$ cat src/rtl/timer_pkg.sv
// Shared definitions for the countdown timer: state encoding and prescaler sizing.
package timer_pkg;

  typedef enum logic [1:0] {
    IDLE  = 2'd0,
    RUN   = 2'd1,
    PAUSE = 2'd2,
    DONE  = 2'd3
  } state_e;

  // Prescaler width: clog2(div), never narrower than one bit.
  function automatic int prescaler_width(input int div);
    return (div <= 1) ? 1 : $clog2(div);
  endfunction

endpackage

$ cat src/rtl/tick_gen.sv
// Clock-enable prescaler: counts 0..DIV-1 while enabled and emits a one-cycle tick at DIV-1.
module tick_gen
  import timer_pkg::*;
#(
  parameter int DIV = 4
) (
  input  logic clk,
  input  logic rst,
  input  logic clr,
  input  logic en,
  output logic tick
);

  localparam int PW = prescaler_width(DIV);
  localparam logic [PW-1:0] MAX = PW'(DIV - 1);

  logic [PW-1:0] cnt_q, cnt_d;

  assign tick = en && (cnt_q == MAX);

  // NOTE: every always_comb output gets a default first, so no path can infer a latch.
  always_comb begin
    cnt_d = cnt_q;
    if (clr) begin
      cnt_d = '0;
    end else if (en) begin
      cnt_d = tick ? '0 : cnt_q + PW'(1);
    end
  end

  // NOTE: sequential state is updated with non-blocking assignments only.
  always_ff @(posedge clk or posedge rst) begin
    if (rst) begin
      cnt_q <= '0;
    end else begin
      cnt_q <= cnt_d;
    end
  end

endmodule

$ cat src/rtl/countdown_timer.sv
// Loadable down-counter with start/stop/pause control, prescaled decrement and a done pulse.
module countdown_timer
  import timer_pkg::*;
#(
  parameter int N   = 8,
  parameter int DIV = 4
) (
  input  logic         clk,
  input  logic         rst,
  input  logic         load,
  input  logic [N-1:0] load_val,
  input  logic         start,
  input  logic         stop,
  output logic [N-1:0] count,
  output logic         busy,
  output logic         paused,
  output logic         expired,
  output logic         done
);

  state_e       state_q, state_d;
  logic [N-1:0] count_q, count_d;
  logic         done_q, done_d;
  logic         tick, pre_clr, pre_en, start_eff;

  // stop outranks start, and load outranks both.
  assign start_eff = start && !stop;
  assign pre_clr   = load || (state_q == IDLE && start_eff);
  // A stop on what would be a tick edge freezes the prescaler, so the tick is suppressed.
  assign pre_en    = (state_q == RUN) && !load && !stop;

  tick_gen #(.DIV(DIV)) u_tick_gen (
    .clk  (clk),
    .rst  (rst),
    .clr  (pre_clr),
    .en   (pre_en),
    .tick (tick)
  );

  always_comb begin
    state_d = state_q;
    count_d = count_q;
    if (load) begin
      count_d = load_val;
      state_d = IDLE;
    end else begin
      unique case (state_q)
        IDLE:  if (start_eff) state_d = (count_q == '0) ? DONE : RUN;
        RUN: begin
          if (stop) begin
            state_d = PAUSE;
          end else if (tick && count_q != '0) begin
            count_d = count_q - N'(1);
            if (count_q == N'(1)) state_d = DONE;
          end
        end
        PAUSE: if (start_eff) state_d = RUN;
        DONE:  state_d = DONE;
      endcase
    end
    done_d = (state_d == DONE) && (state_q != DONE);
  end

  always_ff @(posedge clk or posedge rst) begin
    if (rst) begin
      state_q <= IDLE;
      count_q <= '0;
      done_q  <= 1'b0;
    end else begin
      state_q <= state_d;
      count_q <= count_d;
      done_q  <= done_d;
    end
  end

  assign count   = count_q;
  assign busy    = (state_q == RUN);
  assign paused  = (state_q == PAUSE);
  assign expired = (state_q == DONE);
  assign done    = done_q;

endmodule

$ cat config.mk
export PLATFORM = sky130hd
export DESIGN_NAME = countdown_timer
export DESIGN_NICKNAME = d
export VERILOG_FILES = /design/src/rtl/timer_pkg.sv /design/src/rtl/tick_gen.sv /design/src/rtl/countdown_timer.sv
export SDC_FILE = /design/constraint.sdc
export NUM_CORES = 1
export LEC_CHECK = 0
export ABC_AREA = 0
export BUFFER_PORTS_ARGS = -buffer_cell sky130_fd_sc_hd__buf_4
export CAP_MARGIN = 20
export CORE_MARGIN = 2
export CORE_UTILIZATION = 41
export DETAILED_ROUTE_END_ITERATION = 12
export PLACE_DENSITY_LB_ADDON = 0.08
export SLEW_MARGIN = 20
export SYNTH_ARGS = -nofsm -noshare
export SYNTH_HDL_FRONTEND = slang
export SYNTH_SLANG_ARGS = --single-unit
$ cat constraint.sdc
create_clock -name clk -period 3.8 [get_ports clk]
set_input_delay 0.95 -clock clk [delete_from_list [all_inputs] [get_ports clk]]
set_output_delay 0.95 -clock clk [all_outputs]
set_load 0.01 [all_outputs]
Word level (Yosys, flattened, before mapping)

Cells that the tools add are included.

Bits in registers: 13
Latch bits: 0
Memory bits (writable): 0
Memory bits (read-only): 0
Input bits: 13
Output and inout port bits: 12
Logic and storage cells: 46
Memories: 0

Add/sub/neg operators: 2
Multiply operators: 0
Divide/modulo/power cells: 0
Magnitude comparators: 0
Eq/ne operators: 8
Shifts and indexed selects: 0
Multiplexer cells: 15
Bitwise operators: 0
Reduce and logical (&&, ||, !) cells: 17

Operator list:

| kind                | number |
|---|---|
| $mux 8              | 4 |
| $mux 2              | 10 |
| $eq 2x2->1 const B  | 4 |
| $eq 8x1->1 const B  | 1 |
| $logic_not 8->1     | 1 |
| $pmux 2 s4          | 1 |
| $reduce_bool 8->1   | 1 |
| $sub 8x1->8 const B | 1 |
| $logic_and 1x1->1   | 7 |
| $reduce_bool 2->1   | 3 |
| $ne 2x2->1 const B  | 2 |
| $reduce_and 3->1    | 1 |
| $add 2x1->2 const B | 1 |
| $eq 2x1->1 const B  | 1 |
| $logic_not 1->1     | 2 |
| $logic_not 2->1     | 1 |
| $logic_or 1x1->1    | 1 |

Depth between registers and ports, before layout

Gate-level depths: netlist of the first run.

Depth in word-level cells: 11
Mapped depth: 6
Depth with buffers taken out: 6

Hierarchy

Synthesis of the first run repeated with hierarchy kept, for this count alone.

Cell total of the unflattened synthesis: 88
Area, all modules: 838.3 um^2

By module, submodules not included:

| module          | times used | cells an instance | area an instance (um^2) | sequential area each (um^2) |
|---|---|---|---|---|
| countdown_timer | 1          | 78                | 728.2                   | 275.3 |
| tick_gen        | 1          | 10                | 110.1                   | 50.0 |

Worst setup path before layout of the first run

OpenSTA, ideal clock, no wires.

Path type: input-to-reg
Start: input stop
End: register count_q[3], in the netlist count[3]
Setup time: 82 ps
Data arrival time: 2042 ps
Required time: 3718 ps
Slack: 1676 ps
Cell stages on the path: 4
Path buffers: 0
Cells stage by stage: nor3b_4 nand4_4 or4_1 a31oi_1

Longest elaborated chain between the ends: 6
Elaborated cells on any way between the ends: 7
Classes of those cells: eq/ne: 1; reduce/logical: 6

RTL lines:

| element                      | line                  | RTL |
|---|---|---|
| start, declared              | countdown_timer.sv:13 | `input logic stop,` |
| $logic_not 1->1              | countdown_timer.sv:30 | `assign pre_en = (state_q == RUN) && !load && !stop;` |
| $logic_and 1x1->1            | countdown_timer.sv:30 |  |
| $logic_and 1x1->1            | tick_gen.sv:19        | `assign tick = en && (cnt_q == MAX);` |
| $logic_and 1x1->1            | countdown_timer.sv:52 | `end else if (tick && count_q != '0) begin` |
| $reduce_bool 2->1 (no line)  | n/a                   |  |
| $reduce_and 3->1 (no line) * | n/a                   |  |
| end signal, assigned         | countdown_timer.sv:71 | `count_q <= count_d;` |
| end, declared                | countdown_timer.sv:22 | `logic [N-1:0] count_q, count_d;` |

Mark *: on every way between the ends. The rest lies on a longest branch, timed or not.
A chain may end at the register's enable or synchronous reset.

Final worst setup path of the first run

Start: input stop
End: register count_q[4], in the netlist count[4]

The elaborated chain is that of the path after synthesis.

==> results.rst, run 1 <==
.. list-table::
   :header-rows: 1

   * - Metric
     - Value
   * - Clock Skew
     - 0.00109 ns
   * - Post-detailed-route wirelength per cell
     - 13.5 um
   * - Final Hold Slack
     - 0.542 ns
   * - Placed instance count
     - 133
   * - Number of non-filler instances in the completed layout
     - 137
   * - Power per standard cell area
     - 297 mW/mm2
   * - Cell count after synthesis
     - 83
   * - Clock tree from TritonCTS
     - built
   * - Post-cts hold buffer count
     - 0
   * - Post-CTS repair timing setup buffer count
     - 0
   * - Data arrival time of the critical path
     - 2.36 ns
   * - Clock-pin slew reported for the worst setup and hold paths after clock tree synthesis
     - 0.08 ns
   * - Maxcap violations
     - 0
   * - Unrepaired setup endpoints after global routing
     - no
   * - Yosys cell types
     - 35
   * - Async set-or-reset flop fraction in the synthesized netlist
     - 100%
   * - Share of layout cells above drive strength 1
     - 28.2%
   * - Sequential fraction of the synthesis area
     - 40.1%
   * - Via count of the routed design
     - 749
   * - Count of final setup violators
     - 0
   * - Type of the worst setup path
     - in2reg
   * - Count of input and output buffers
     - 24
   * - GRT Total Usage
     - 17.8%
   * - Total DRC errors in the routed layout
     - 0
   * - Post-cts gate resize count
     - 0
   * - Number of global-route vias before repair
     - 695
   * - Max Transition Viols Final
     - 0
   * - CTS H-tree depth
     - 1
   * - Synthesized area per cell
     - 9.77 um2
   * - Final-stage net count
     - 128
   * - CTS root buf
     - clkbuf_4
   * - Detailed-route vias per instance
     - 5.47
   * - Final antenna-violating net count
     - 0
   * - WP data required
     - 4.01 ns
   * - Leakage power
     - 0.451 nW
   * - Number of warnings issued by yosys
     - 0
   * - Synth-to-Final Area Change
     - 29.2%
   * - Clock sink count
     - 13
   * - Commonest non-fill, non-tap cell in the layout
     - buf_4
   * - Starting density of the core
     - 42.2%
   * - Most used cells in the layout excluding fill and tap cells
     - buf_4 (24), nor2_1 (13), dfrtp_1 (13), or3_1 (5)
   * - Hold violation count in the final report
     - 0
   * - HPWL after detailed placement
     - 1360 um
   * - Worst Max-Slew Pin Slew
     - 0.563 ns
   * - Setup slack at placement
     - 1.36 ns
   * - Max-slew headroom
     - 62.3%
   * - Weighted congestion at the end of routability-driven global placement
     - 0.811
   * - Row Count
     - 16
   * - Number of CTS-inserted buffers
     - 3
   * - First-pass GRT wire length
     - 3240 um
   * - Syn_nets
     - 100
   * - Final routed wirelength across all metal layers
     - 1850 um
   * - Post-synthesis instance area
     - 811 um2
   * - Maximum number of pins on one net before global-route repair
     - 15
   * - Source-to-sink clock delay at the later pin of the worst-skew pair
     - 0.28 ns
   * - Sum of negative setup slack
     - 0 ns
   * - Maximum frequency from static timing analysis
     - 0.464 GHz
   * - Flop and latch count out of synthesis
     - 13
   * - Final core occ
     - 54.5%
   * - Worst IR drop on VDD
     - 0.237 mV
   * - Total inserted antenna cells
     - 0
   * - Boundary Pins
     - 25
   * - Dominant synthesized flop cell
     - dfrtp_1
   * - Critical path launch point type
     - primary input
   * - Die Ht
     - 48.5 um
   * - Outcome
     - finished, final reports clean
   * - Antenna violations before repair
     - 0
   * - Die width
     - 48.5 um
   * - Highest net fanout along the worst path
     - 8
   * - EDFF count, synth
     - 0
   * - Worst hold-check path type
     - reg2reg
   * - Worst-case clock buffer depth
     - 2
   * - Grt total ovfl
     - 0
   * - Area of the die
     - 0.00235 mm2
   * - Setup WS post-layout
     - 1.64 ns
   * - Placeable core region
     - 0.00192 mm2
   * - Pre-antenna DRT Iters
     - 4
   * - Iter 0 DRT Violations
     - 25
   * - Endpoint type of the worst setup path
     - flop
   * - Share of the clock period used by the worst path
     - 56.8%
   * - Post-route minimum period
     - 2.16 ns
[kinds of logic after synthesis]
group                    count (synthesis)  share of synthesized area (%)
adder cells (fa/ha/maj)                  4                           6.17
AND/OR/NAND/NOR                         40                           31.2
buffers and inverters                    5                           2.31
flip-flops                              13                           40.1
AO/OA/AOI/OAI                           21                           20.2
[layout make-up]
type | instances | area (um2)
clock buffers | 4 | 26.3
fillers | 192 | 875
inverters | 4 | 15.0
multi-input cells | 65 | 467
flip-flops and latches | 13 | 325
well taps | 27 | 33.8
repair buffers | 24 | 180
[path summary, 6_finish.rpt]
check,start,endpoint,slack [ns],cells after the start
setup / recovery,stop,count[4]$_DFFE_PP0P_,1.64,5
hold / removal,count[0]$_DFFE_PP0P_,count[0]$_DFFE_PP0P_,0.54,1
setup reg to reg,count[5]$_DFFE_PP0P_,count[1]$_DFFE_PP0P_,1.86,4
hold reg to reg,count[0]$_DFFE_PP0P_,count[0]$_DFFE_PP0P_,0.54,1
max in group asynchronous,rst,count[1]$_DFFE_PP0P_,2.75,2
min in group asynchronous,rst,state_q[0]$_DFF_PP0_,0.70,2
[synthesized netlist by cell type, types with 2 or more instances]
library cell  instances  area, um2
or4_1                 4       30.0
or3_1                 5       31.3
a31oi_1               3       18.8
nand2b_1              3       18.8
dfrtp_1              13        325
o311ai_1              2       17.5
ha_1                  4       50.1
o31ai_1               3       22.5
nand2_1               3       11.3
inv_1                 3       11.3
a22oi_1               2       15.0
nor2_1               13       48.8
o21a_1                2       15.0
nor2b_1               2       12.5
[power by group]
part / switching [mW] / total (mW) / leakage (nW) / internal (mW)
Combinational: 0.0318 / 0.0655 / 0.275 / 0.0337
Sequential: 0.0115 / 0.159 / 0.161 / 0.147
Clock: 0.0464 / 0.0873 / 0.0150 / 0.0408
Total: 0.0898 / 0.311 / 0.451 / 0.222
[worst max-delay path, cell delays in order]
cell,delay [ns]
buf_4,0.13
nor3b_4,0.38
nand4b_1,0.26
or4_1,0.46
a31oi_1,0.17
[per-layer routing]
layer | GRT usage (%) | routed length (um) | part of all wire [%] | vias up
met5 | 0 | 0 | 0 | -
met3 | 5.25 | 143 | 7.7 | 3
met4 | 4.29 | 17 | 0.92 | 0
li1 | - | - | - | 379
met2 | 28.2 | 819 | 44 | 26
met1 | 24.1 | 875 | 47 | 341
[registers in the layout, indices dropped and copies added (netlist names)]
register	flops
count	8
state_q	2
u_tick_gen.cnt_q	2
done	1
[through the flow]
step                      area, um2  power (mW)
after floorplan                 811       0.194
after global placement         1020       0.226
after detailed placement       1020       0.227
after CTS                      1050       0.316
after global routing           1050       0.332
final                          1050       0.311
Power figures use the tool's default switching activity.
==> inputs of run 2 (changes only) <==
==> constraint.sdc (replaced) <==
create_clock -name clk -period 2.26 [get_ports clk]
set_input_delay 0.565 -clock clk [delete_from_list [all_inputs] [get_ports clk]]
set_output_delay 0.565 -clock clk [all_outputs]
set_load 0.01 [all_outputs]
==> run 2 against run 1 <==
Net effect: non-clock buffer count is 2 higher; sequential share of layout area is 0.44 points lower; via count grew 2.1%; critical endpoint unchanged; clock skew increased by 0.0029 ns; routed wire length grew 0.59%; global-route usage fell by 0.65 points; hold slack lost 0.24 ns; critical path depth stayed put; power increased by 71%; core utilization grew 0.78 points.
==> results.rst, run 2 (same netlist as run 1, synthesis figures left out) <==
.. list-table::
   :header-rows: 1

   * - Metric
     - Value
   * - Post-detailed-route wirelength per cell
     - 13.4 um (was 13.5 um)
   * - Maximum frequency from static timing analysis
     - 0.529 GHz
   * - Source-to-sink clock delay at the later pin of the worst-skew pair
     - 0.29 ns (was 0.28 ns)
   * - Area of the die
     - 0.00235 mm2 (unchanged)
   * - Die width
     - 48.5 um (unchanged)
   * - Worst Max-Slew Pin Slew
     - 0.514 ns (was 0.563 ns)
   * - Max Transition Viols Final
     - 0 (unchanged)
   * - Maximum number of pins on one net before global-route repair
     - 15 (unchanged)
   * - Share of the clock period used by the worst path
     - 83.6%
   * - Type of the worst setup path
     - reg2reg (was in2reg)
   * - Unrepaired setup endpoints after global routing
     - no (unchanged)
   * - Highest net fanout along the worst path
     - 5 (was 8)
   * - Hold violation count in the final report
     - 0 (unchanged)
   * - GRT Total Usage
     - 17.2% (was 17.8%)
   * - Post-cts gate resize count
     - 0 (unchanged)
   * - Clock-pin slew reported for the worst setup and hold paths after clock tree synthesis
     - 0.09 ns (was 0.08 ns)
   * - Maxcap violations
     - 0 (unchanged)
   * - Worst IR drop on VDD
     - 0.327 mV (was 0.237 mV)
   * - Share of layout cells above drive strength 1
     - 29.5% (was 28.2%)
   * - Power per standard cell area
     - 501 mW/mm2 (was 297 mW/mm2)
   * - CTS H-tree depth
     - 1 (unchanged)
   * - Flip-flop count of the largest register after layout
     - 8 (unchanged)
   * - Critical path launch point type
     - flop (was primary input)
   * - Total DRC errors in the routed layout
     - 0 (unchanged)
   * - Kind of cell adding the most delay to the critical path
     - simple AND/OR/NAND/NOR gates (unchanged)
   * - Cells along the critical path
     - ha_1 -> nor2b_1 -> nand4b_1 -> or4_1 -> a31oi_1 (was buf_4 -> nor3b_4 -> nand4b_1 -> or4_1 -> a31oi_1)
   * - Max-slew headroom
     - 65.7% (was 62.3%)
   * - Starting density of the core
     - 42.2% (unchanged)
   * - Number of CTS-inserted buffers
     - 3 (unchanged)
   * - Post-cts hold buffer count
     - 0 (unchanged)
   * - Setup WS post-layout
     - 0.370 ns (was 1.64 ns)
   * - Final-stage net count
     - 130 (was 128)
   * - Final routed wirelength across all metal layers
     - 1870 um (was 1850 um)
   * - Worst path buffer plus inverter count
     - 0 (was 1)
   * - Iter 0 DRT Violations
     - 21 (was 25)
   * - Grt total ovfl
     - 0 (unchanged)
   * - Endpoint type of the worst setup path
     - flop (unchanged)
   * - Clock sink count
     - 13 (unchanged)
   * - Antenna violations before repair
     - 0 (unchanged)
   * - Data arrival time of the critical path
     - 2.10 ns (was 2.36 ns)
   * - Placeable core region
     - 0.00192 mm2 (unchanged)
   * - Outcome
     - finished, final reports clean (unchanged)
   * - Clock tree from TritonCTS
     - built (unchanged)
   * - Placed instance count
     - 135 (was 133)
   * - Synth-to-Final Area Change
     - 31.0% (was 29.2%)
   * - Total inserted antenna cells
     - 0 (unchanged)
   * - Pre-antenna DRT Iters
     - 4 (unchanged)
   * - Leakage power
     - 0.462 nW (was 0.451 nW)
   * - Setup slack at placement
     - 0.241 ns (was 1.36 ns)
   * - Commonest non-fill, non-tap cell in the layout
     - buf_4 (unchanged)
   * - Boundary Pins
     - 25 (unchanged)
   * - Number of non-filler instances in the completed layout
     - 139 (was 137)
   * - Count of final setup violators
     - 0 (unchanged)
   * - Detailed-route vias per instance
     - 5.50 (was 5.47)
   * - Number of global-route vias before repair
     - 698 (was 695)
   * - First-pass GRT wire length
     - 3070 um (was 3240 um)
   * - CTS root buf
     - clkbuf_4 (unchanged)
   * - Count of input and output buffers
     - 24 (unchanged)
   * - Most used cells in the layout excluding fill and tap cells
     - buf_4 (26), nor2_1 (13), dfrtp_1 (13), or3_1 (5) (was buf_4 (24), nor2_1 (13), dfrtp_1 (13), or3_1 (5))
   * - Weighted congestion at the end of routability-driven global placement
     - 0.855 (was 0.811)
   * - Worst-case clock buffer depth
     - 2 (unchanged)
   * - Delay of the slowest cell on the worst path
     - 0.44 ns (was 0.46 ns)
   * - HPWL after detailed placement
     - 1380 um (was 1360 um)
   * - Cell with the largest stage delay on the worst path
     - or4_1 (unchanged)
   * - Row Count
     - 16 (unchanged)
   * - Clock Skew
     - 0.00399 ns (was 0.00109 ns)
   * - WP data required
     - 2.47 ns (was 4.01 ns)
   * - Post-route minimum period
     - 1.89 ns
   * - Via count of the routed design
     - 765 (was 749)
   * - Post-CTS repair timing setup buffer count
     - 0 (unchanged)
   * - Sum of negative setup slack
     - 0 ns (unchanged)
   * - Die Ht
     - 48.5 um (unchanged)
   * - Worst hold-check path type
     - in2async (was reg2reg)
   * - Final antenna-violating net count
     - 0 (unchanged)
-- run 2: cell types whose count changed in the layout (fill, tap and decap cells not counted) --
cell,delta
buf_4,+2
-- run 2: area by class of cell --
class | instances | area, um2
Tap cell | 27 | 33.8
Multi-Input combinational cell | 65 | 467
Inverter | 4 | 15.0
Timing Repair Buffer | 26 | 195
Clock buffer | 4 | 26.3
Sequential cell | 13 | 325
Fill cell | 191 | 860
-- run 2: worst paths after layout --
| path | startpoint | to | slack (ns) | cells past startpoint |
|---|---|---|---|---|
| max | u_tick_gen.cnt_q[0]$_DFFE_PP0P_ | count[4]$_DFFE_PP0P_ | 0.37 | 5 |
| min | rst | state_q[0]$_DFF_PP0_ | 0.30 | 2 |
| max reg2reg | u_tick_gen.cnt_q[0]$_DFFE_PP0P_ | count[4]$_DFFE_PP0P_ | 0.37 | 5 |
| min reg2reg | count[0]$_DFFE_PP0P_ | count[0]$_DFFE_PP0P_ | 0.55 | 1 |
| max in group asynchronous | rst | count[1]$_DFFE_PP0P_ | 1.61 | 2 |
| min in group clk | load_val[1] | count[1]$_DFFE_PP0P_ | 0.51 | 3 |
-- run 2: routing by layer --
| metal | global-route usage, % | routed length, um |
|---|---|---|
| met1 | 23.7 | 931 |
| met2 | 25.7 | 788 |
| met3 | 3.40 | 102 |
| met4 | 8.57 | 42 |
| met5 | 0 | 0 |
-- run 2: report_power, final --
part	switching, mW	leakage (nW)	internal, mW
Sequential	0.0183	0.161	0.247
Combinational	0.0551	0.286	0.0581
Clock	0.0852	0.0150	0.0686
Total	0.159	0.462	0.374
-- run 2: per-stage QoR --
| step | hold slack (ns) | area, um2 | utilization [%] | power [mW] |
|---|---|---|---|---|
| floorplan | 0.442 | 811 | - | 0.327 |
| global placement | 0.522 | 1040 | 53.9 | 0.382 |
| detailed placement | 0.534 | 1040 | 53.9 | 0.384 |
| CTS | 0.330 | 1060 | 55.3 | 0.535 |
| global route | 0.352 | 1060 | 55.3 | 0.564 |
| finish | 0.302 | 1060 | 55.3 | 0.533 |
